`config.mk`:
```
export PLATFORM = sky130hd
export DESIGN_NAME = sram_arbiter
export DESIGN_NICKNAME = d
export VERILOG_FILES = /design/src/rtl/mips_mem_pkg.sv /design/src/rtl/sram_arb_grant.sv /design/src/rtl/sram_arbiter.sv
export SDC_FILE = /design/constraint.sdc
export NUM_CORES = 1
export LEC_CHECK = 0
export ABC_AREA = 1
export CAP_MARGIN = 40
export CORE_AREA = 5 5 110 123
export CTS_CLUSTER_SIZE = 8
export DETAILED_ROUTE_END_ITERATION = 10
export DIE_AREA = 0 0 115 128
export DONT_BUFFER_PORTS = 1
export GPL_TIMING_DRIVEN = 0
export PLACE_DENSITY = 0.68
export SYNTH_ARGS = -nofsm -noshare
export SYNTH_HDL_FRONTEND = slang
export SYNTH_HIERARCHICAL = 1
export SYNTH_SLANG_ARGS = --single-unit
```
`constraint.sdc`:
```
create_clock -name clk -period 10.93 [get_ports clk]
set_clock_uncertainty 0.1 [all_clocks]
set_input_delay 2.186 -clock clk [delete_from_list [all_inputs] [get_ports clk]]
set_output_delay 2.186 -clock clk [all_outputs]
set_load 0.05 [all_outputs]
```
`src/rtl/mips_mem_pkg.sv`:
```
// Shared types for the SRAM arbiter: FSM states, port ids and SRAM data width.
package mips_mem_pkg;
  typedef enum logic [1:0] {IDLE, LO, HI, DONE} arbState_t;

  localparam logic PORT_IF  = 1'b0;
  localparam logic PORT_MEM = 1'b1;
  localparam int   SRAM_DW  = 16;
endpackage

```
`src/rtl/sram_arb_grant.sv`:
```
// Grant selection between fetch and memory ports.
// SRAM_ARB_RR_EN selects round-robin on contention; otherwise the data port always wins.
module sram_arb_grant
  import mips_mem_pkg::*;
(
  input  logic clk,
  input  logic rst,
  input  logic ifPend,
  input  logic memPend,
  input  logic update,
  output logic grant
);

`ifdef SRAM_ARB_RR_EN
  logic lastGrant;

  // Only contended grants move the pointer, so uncontended traffic leaves fairness intact.
  always_ff @(posedge clk or posedge rst) begin
    if (rst)                               lastGrant <= PORT_IF;
    else if (update && ifPend && memPend)  lastGrant <= grant;
  end

  always_comb begin
    grant = memPend ? PORT_MEM : PORT_IF;
    if (ifPend && memPend) grant = ~lastGrant;
  end
`else
  wire unusedGrantIn = &{1'b0, clk, rst, update, ifPend};

  assign grant = memPend ? PORT_MEM : PORT_IF;
`endif

endmodule

```
`src/rtl/sram_arbiter.sv`:
```
// Shares one 16-bit SRAM between fetch and memory stages; each 32-bit access is two beats.
// Optional SRAM_ARB_RR_EN switches the grant to round-robin (see sram_arb_grant).
module sram_arbiter
  import mips_mem_pkg::*;
#(
  parameter int ADDR_W      = 18,
  parameter int WAIT_CYCLES = 1
) (
  input  logic                clk,
  input  logic                rst,
  input  logic                if_req,
  input  logic [31:0]         if_addr,
  output logic [31:0]         if_rdata,
  output logic                if_ready,
  input  logic                mem_r_en,
  input  logic                mem_w_en,
  input  logic [31:0]         mem_addr,
  input  logic [31:0]         mem_wdata,
  output logic [31:0]         mem_rdata,
  output logic                mem_ready,
  output logic                freeze,
  output logic [ADDR_W-1:0]   sram_addr,
  output logic [SRAM_DW-1:0]  sram_dq_out,
  input  logic [SRAM_DW-1:0]  sram_dq_in,
  output logic                sram_dq_oe,
  output logic                sram_we_n
);

  localparam int CNT_W = (WAIT_CYCLES > 1) ? $clog2(WAIT_CYCLES) : 1;

  arbState_t        state, stateNxt;
  logic [CNT_W-1:0] waitCnt;
  logic             curPort, grant, latWrite;
  logic [ADDR_W-2:0] latAddr;
  logic [31:0]      latWdata, rdBuf;
  logic             ifDone, memDone, ifPend, memPend, lastBeat, beatHi;

  wire unusedAddrBits = &{1'b0, if_addr[31:ADDR_W+1], if_addr[1:0],
                          mem_addr[31:ADDR_W+1], mem_addr[1:0]};

  assign ifPend    = if_req & ~ifDone;
  assign memPend   = (mem_r_en | mem_w_en) & ~memDone;
  assign freeze    = ifPend | memPend;
  assign if_ready  = ifDone;
  assign mem_ready = memDone;
  assign lastBeat  = (waitCnt == CNT_W'(WAIT_CYCLES - 1));
  assign beatHi    = (state == HI);

  sram_arb_grant uGrant (
    .clk     (clk),
    .rst     (rst),
    .ifPend  (ifPend),
    .memPend (memPend),
    .update  (state == IDLE),
    .grant   (grant)
  );

  always_comb begin
    stateNxt = state;
    case (state)
      IDLE:    if (freeze)   stateNxt = LO;
      LO:      if (lastBeat) stateNxt = HI;
      HI:      if (lastBeat) stateNxt = DONE;
      DONE:                  stateNxt = IDLE;
      default:               stateNxt = IDLE;
    endcase
  end

  // Bus is quiet (address 0, no strobe) outside the two beat states, including during reset.
  always_comb begin
    sram_addr   = '0;
    sram_dq_out = '0;
    sram_dq_oe  = 1'b0;
    sram_we_n   = 1'b1;
    if (state == LO || state == HI) begin
      sram_addr = {latAddr, beatHi};
      if (latWrite) begin
        sram_dq_oe  = 1'b1;
        sram_we_n   = 1'b0;
        sram_dq_out = beatHi ? latWdata[31:16] : latWdata[15:0];
      end
    end
  end

  always_ff @(posedge clk or posedge rst) begin
    if (rst) begin
      state     <= IDLE;
      waitCnt   <= '0;
      curPort   <= PORT_IF;
      latAddr   <= '0;
      latWdata  <= '0;
      latWrite  <= 1'b0;
      rdBuf     <= '0;
      ifDone    <= 1'b0;
      memDone   <= 1'b0;
      if_rdata  <= '0;
      mem_rdata <= '0;
    end else begin
      state <= stateNxt;
      // Pipeline advances whenever nothing is pending; setting in DONE below overrides this.
      if (!freeze) begin
        ifDone  <= 1'b0;
        memDone <= 1'b0;
      end
      case (state)
        IDLE: begin
          waitCnt <= '0;
          if (freeze) begin
            curPort <= grant;
            if (grant == PORT_MEM) begin
              latAddr  <= mem_addr[ADDR_W:2];
              latWdata <= mem_wdata;
              latWrite <= mem_w_en;
            end else begin
              latAddr  <= if_addr[ADDR_W:2];
              latWrite <= 1'b0;
            end
          end
        end
        LO, HI: begin
          if (lastBeat) begin
            waitCnt <= '0;
            if (!latWrite) begin
              if (beatHi) rdBuf[31:16] <= sram_dq_in;
              else        rdBuf[15:0]  <= sram_dq_in;
            end
          end else begin
            waitCnt <= waitCnt + 1'b1;
          end
        end
        DONE: begin
          if (curPort == PORT_MEM) begin
            memDone <= 1'b1;
            if (!latWrite) mem_rdata <= rdBuf;
          end else begin
            ifDone   <= 1'b1;
            if_rdata <= rdBuf;
          end
        end
        default: ;
      endcase
    end
  end

endmodule

```
Yosys cells after proc, flatten, opt, wreduce, memory -nomap -nowiden
Cells that the tools add are included.
{"block": "op_classes", "n_addsub": 1, "mux": 23, "bitwise": 10, "n_eq_ne": 6, "reduce_logical": 11}
{"op": "16-bit 2-to-1 mux", "count": 3}
{"op": "18-bit 2-to-1 mux", "count": 1}
{"op": "17-bit 2-to-1 mux", "count": 1}
{"op": "1-bit 2-to-1 mux", "count": 13}
{"op": "3-bit AND reduction", "count": 3}
{"op": "2-bit one-hot mux with 4 select lines", "count": 1}
{"op": "4-bit AND reduction", "count": 2}
{"op": "2-bit 2-to-1 mux", "count": 3}
{"op": "2-bit != test, second input constant", "count": 3}
{"op": "1-bit NOT", "count": 6}
{"op": "2-bit equality test, second input constant", "count": 2}
{"op": "2-bit AND reduction", "count": 2}
{"op": "1-bit AND", "count": 2}
{"op": "2-bit by 1-bit equality test with 1-bit output, second input constant", "count": 1}
{"op": "2-bit zero test", "count": 1}
{"op": "1-bit OR", "count": 2}
{"op": "1-bit one-hot mux with 2 select lines", "count": 1}
{"op": "2-bit nonzero test", "count": 1}
{"op": "2-bit OR reduction", "count": 1}
{"op": "1-bit adder, second input constant", "count": 1}
{"op": "1-bit logical OR", "count": 1}
{"block": "word_totals", "regBits": 152, "in_bits": 117}

Logic depth before layout (Yosys ltp)
{"block": "depth", "word_depth": 6, "depth_mapped": 8, "mapped_depth_nobuf": 6}

Hierarchy
The synthesis kept the hierarchy.
{"module": "sram_arbiter", "area_each_um2": 6396.1, "seq_area_each_um2": 3778.6, "instances": 1, "cells_each": 720}
{"module": "sram_arb_grant", "area_each_um2": 7.5, "seq_area_each_um2": 0.0, "instances": 1, "cells_each": 1}

Worst setup path before layout
No wires, ideal clock.
{"block": "synth_path", "path_type": "input-to-output", "start": "in if_req", "end": "out freeze", "path_stages": 3, "t_arrival_ns": 2.762, "slack_ns": 5.882, "required_time_ns": 8.644, "path_cell_list": "nand2_1 nand2_4 buf_2"}
{"block": "synth_via", "elab_chain_len": 2}
{"item": "start: declaration", "line": "sram_arbiter.sv:11", "rtl": "input logic if_req,"}
{"item": "1-bit AND", "line": "sram_arbiter.sv:41", "rtl": "assign ifPend = if_req & ~ifDone;"}
{"item": "1-bit OR", "line": "sram_arbiter.sv:43", "rtl": "assign freeze = ifPend | memPend;"}
{"item": "end: declaration", "line": "sram_arbiter.sv:21", "rtl": "output logic freeze,"}
No other way between the ends.

Worst setup path in the final report
{"block": "layout_path", "start": "reg state[0]", "end": "out sram_dq_out[5]"}
{"block": "layout_via", "elab_chain_len": 4}
{"item": "start: declaration", "line": "sram_arbiter.sv:31", "rtl": "arbState_t state, stateNxt;"}
{"item": "start signal: assignment", "line": "sram_arbiter.sv:99", "rtl": "state <= stateNxt;"}
{"item": "2-bit equality test", "line": "sram_arbiter.sv:47, sram_arbiter.sv:75"}
{"item": "16-bit 2-to-1 mux", "line": "sram_arbiter.sv:80", "rtl": "sram_dq_out = beatHi ? latWdata[31:16] : latWdata[15:0];"}
{"item": "16-bit 2-to-1 mux", "line": "sram_arbiter.sv:77", "rtl": "if (latWrite) begin"}
{"item": "16-bit 2-to-1 mux *", "line": "sram_arbiter.sv:75", "rtl": "if (state == LO || state == HI) begin"}
{"item": "end: declaration", "line": "sram_arbiter.sv:23", "rtl": "output logic [SRAM_DW-1:0] sram_dq_out,"}
Every way passes the cells marked *; elsewhere a longest branch is shown, timed or not.

==> flow_summary_export.csv <==
group,metric,value,unit
outcome,status,"finished clean",
hold_path,hold_path_depth,2,
setup_path,rr_endpoint,"rdBuf[4]",
hold_path,hold_end,"latWdata[28]",
setup_path,rr_startpoint,"state[0]",
floorplan,coreArea,0.0123,mm²
detailed_routing,drtAntennaViolNets,0,
clocking,root_buffer,"clkbuf_16",
clocking,ctsResizeCount,0,
setup_path,crit_path_top_delay_cell,"nor3_2",
timing,final-max-slew-violation-count,0,
clocking,numCtsBuffers,17,
detailed_routing,routed_via_density,5.35,
setup_path,critPathLaunchType,"register",
setup_path,timing.critical_path.to_type,"primary output",
global_routing,grtUsageTotal,22.9,%
synth,synthesis.yosys.warnings,6,
synth,syn_area_per_cell,8.89,µm²
clocking,cts_tree,"built",
clocking,clockBufferDepth,2,
timing,max_clock_freq,0.195,GHz
timing,postLayoutSetupSlackWorst,5.81,ns
setup_path,criticalPathCategory,"register to primary output",
floorplan,fp.dieW,115,µm
synth,mappedNetlistNets,840,
timing,tns,0,ns
cells_and_area,share_of_cells_above_drive_strength_1,14.2,%
setup_path,reg2reg_slack,8.70,ns
global_routing,largest_net_degree_at_the_start_of_global_routing,93,
cells_and_area,flow.area_growth_from_synthesis,14.8,%
floorplan,initial_core_util,52.2,%
setup_path,worstPathRequired,8.64,ns
setup_path,cp_data_arrival_time,2.84,ns
global_routing,grt_pass1_wl,26.1,mm
detailed_routing,routed_wirelength,16.5,mm
clocking,post_cts_clock_slew_at_the_launch_and_capture_registers_of_the_worst_setup_and_hold_paths,0.06,ns
setup_path,critical_path.n_buffers_inverters,3,
placement,buffer_ports.inserted,0,
placement,gpl.final_weighted_congestion,0.856,
setup_path,cell_breakdown_of_the_critical_path,"inv_1, ha_1, buf_2, buf_2, nor2_1, nor3_2",
clocking,number_of_buffers_added_to_fix_hold_violations_after_cts,0,
clocking,h-tree-depth,4,
floorplan,dieArea,0.0147,mm²
setup_path,reg2regPathDepth,8,
placement,detailedPlacementHpwl,12.0,mm
timing,setup_violations,0,
setup_path,critPathTopFamily,"simple AND/OR/NAND/NOR gates",
setup_path,worst_path_most_repeated_cell,"buf_2",
setup_path,critical_path.max_stage_delay,0.73,ns
floorplan,floorplan.die.height,128,µm
global_routing,antenna_found_initial,0,
clocking,clock_latency,0.42,ns
cells_and_area,antenna_cells,0,
setup_path,critical_path.max_fanout,10,
floorplan,floorplan.io_pins,220,
detailed_routing,drt_first_pass_iters,4,
timing,report.final.hold_viol_count,0,
timing,tightestPinTransition,0.907,ns
synth,synthCells,720,
detailed_routing,avgRoutedWirePerCell,17.9,µm
placement,pre_cts_slack,5.81,ns
timing,maxSlewHeadroom,39.2,%
timing,grt_setup_unrepaired,"false",
clocking,clock-sinks,151,
global_routing,overflow,0,
floorplan,rows,43,
timing,final_period_minus_worst_setup_slack,5.12,ns
hold_path,hold_start,"latWdata[28]",
global_routing,first_global_vias,5158,
detailed_routing,post-route-drc-count,0,
hold_path,holdCritPathClass,"register to register",
timing,finalCritPeriodShare,46.9,%
detailed_routing,route.vias.total,4940,
synth,netlist_area,0.00640,mm²
detailed_routing,first_iter_violations,359,
clocking,post_cts.repair.setup_buffers,0,
cells_and_area,design.final.nets,874,
job,timing.max_cap.violations,0,
-- layout make-up --
| cell class | count | area [µm²] |
|---|---|---|
| clock inverter | 8 | 96.3 |
| timing repair buffer | 15 | 133 |
| fill | 1077 | 4920 |
| buffer | 45 | 260 |
| sequential | 151 | 3780 |
| multi-input combinational | 448 | 2110 |
| clock buffer | 23 | 488 |
| inverter | 76 | 290 |
| tap | 157 | 196 |
-- flip-flops by register name (all words and copies together) (netlist names) --
name and flops:
if_rdata 32, state 2, mem_rdata 32, latWrite 1, latWdata 32, if_ready 1
mem_ready 1, latAddr 17, rdBuf 32, curPort 1
-- cell usage in the layout, fill, tap and decap left out, types with 3 or more instances in the layout --
cell	count
clkbuf_8	4
clkinv_2	4
nand4_1	32
nor2_1	35
ha_1	3
or2_1	7
buf_2	28
inv_1	72
nand2_1	203
clkbuf_1	9
buf_4	19
inv_2	3
dfrtp_1	151
buf_6	5
o21ai_0	101
or2_2	10
o21ai_1	33
nor3_1	10
clkbuf_16	17
nor3_2	6
-- worst min-delay path, stage by stage, from the launching register on --
cell	delay (ns)
dfrtp_1	0.35
nand2_1	0.05
nand2_1	0.05
-- through the flow --
step / instances / util [%] / area, µm² / hold slack (ns)
detailed placement: 890 / 55.0 / 6750 / 0.360
CTS: 921 / 59.8 / 7330 / 0.376
floorplan: 720 / - / 6400 / 0.343
global route: 923 / 59.9 / 7350 / 0.398
finish: 923 / 59.9 / 7350 / 0.378
global placement: 877 / 53.8 / 6600 / 0.356
-- how the worst max path moves through the flow --
stage / endpoint / startpoint / slack, ns / depth (start not counted)
after global routing: sram_dq_out[5] / state[0] / 5.69 / 6
after global placement: if_rdata[3] / rst / 3.19 / 1
after detailed placement: freeze / if_req / 5.81 / 3
after CTS: sram_dq_out[11] / state[0] / 5.79 / 6
after floorplan: curPort / rst / 4.58 / 1
final: sram_dq_out[5] / state[0] / 5.81 / 6
-- per-layer routing --
metal / vias to the layer above / global-route usage, % / routed length, µm
met5: - / 0 / 0
met3: 24 / 8.36 / 1370
met2: 184 / 39.1 / 8450
li1: 2363 / - / -
met4: 0 / 8.43 / 320
met1: 2369 / 26.3 / 6340
Power is left out: the tool's default activity adds up to more than one toggle a clock period on the data nets, which glitch-free logic cannot reach.
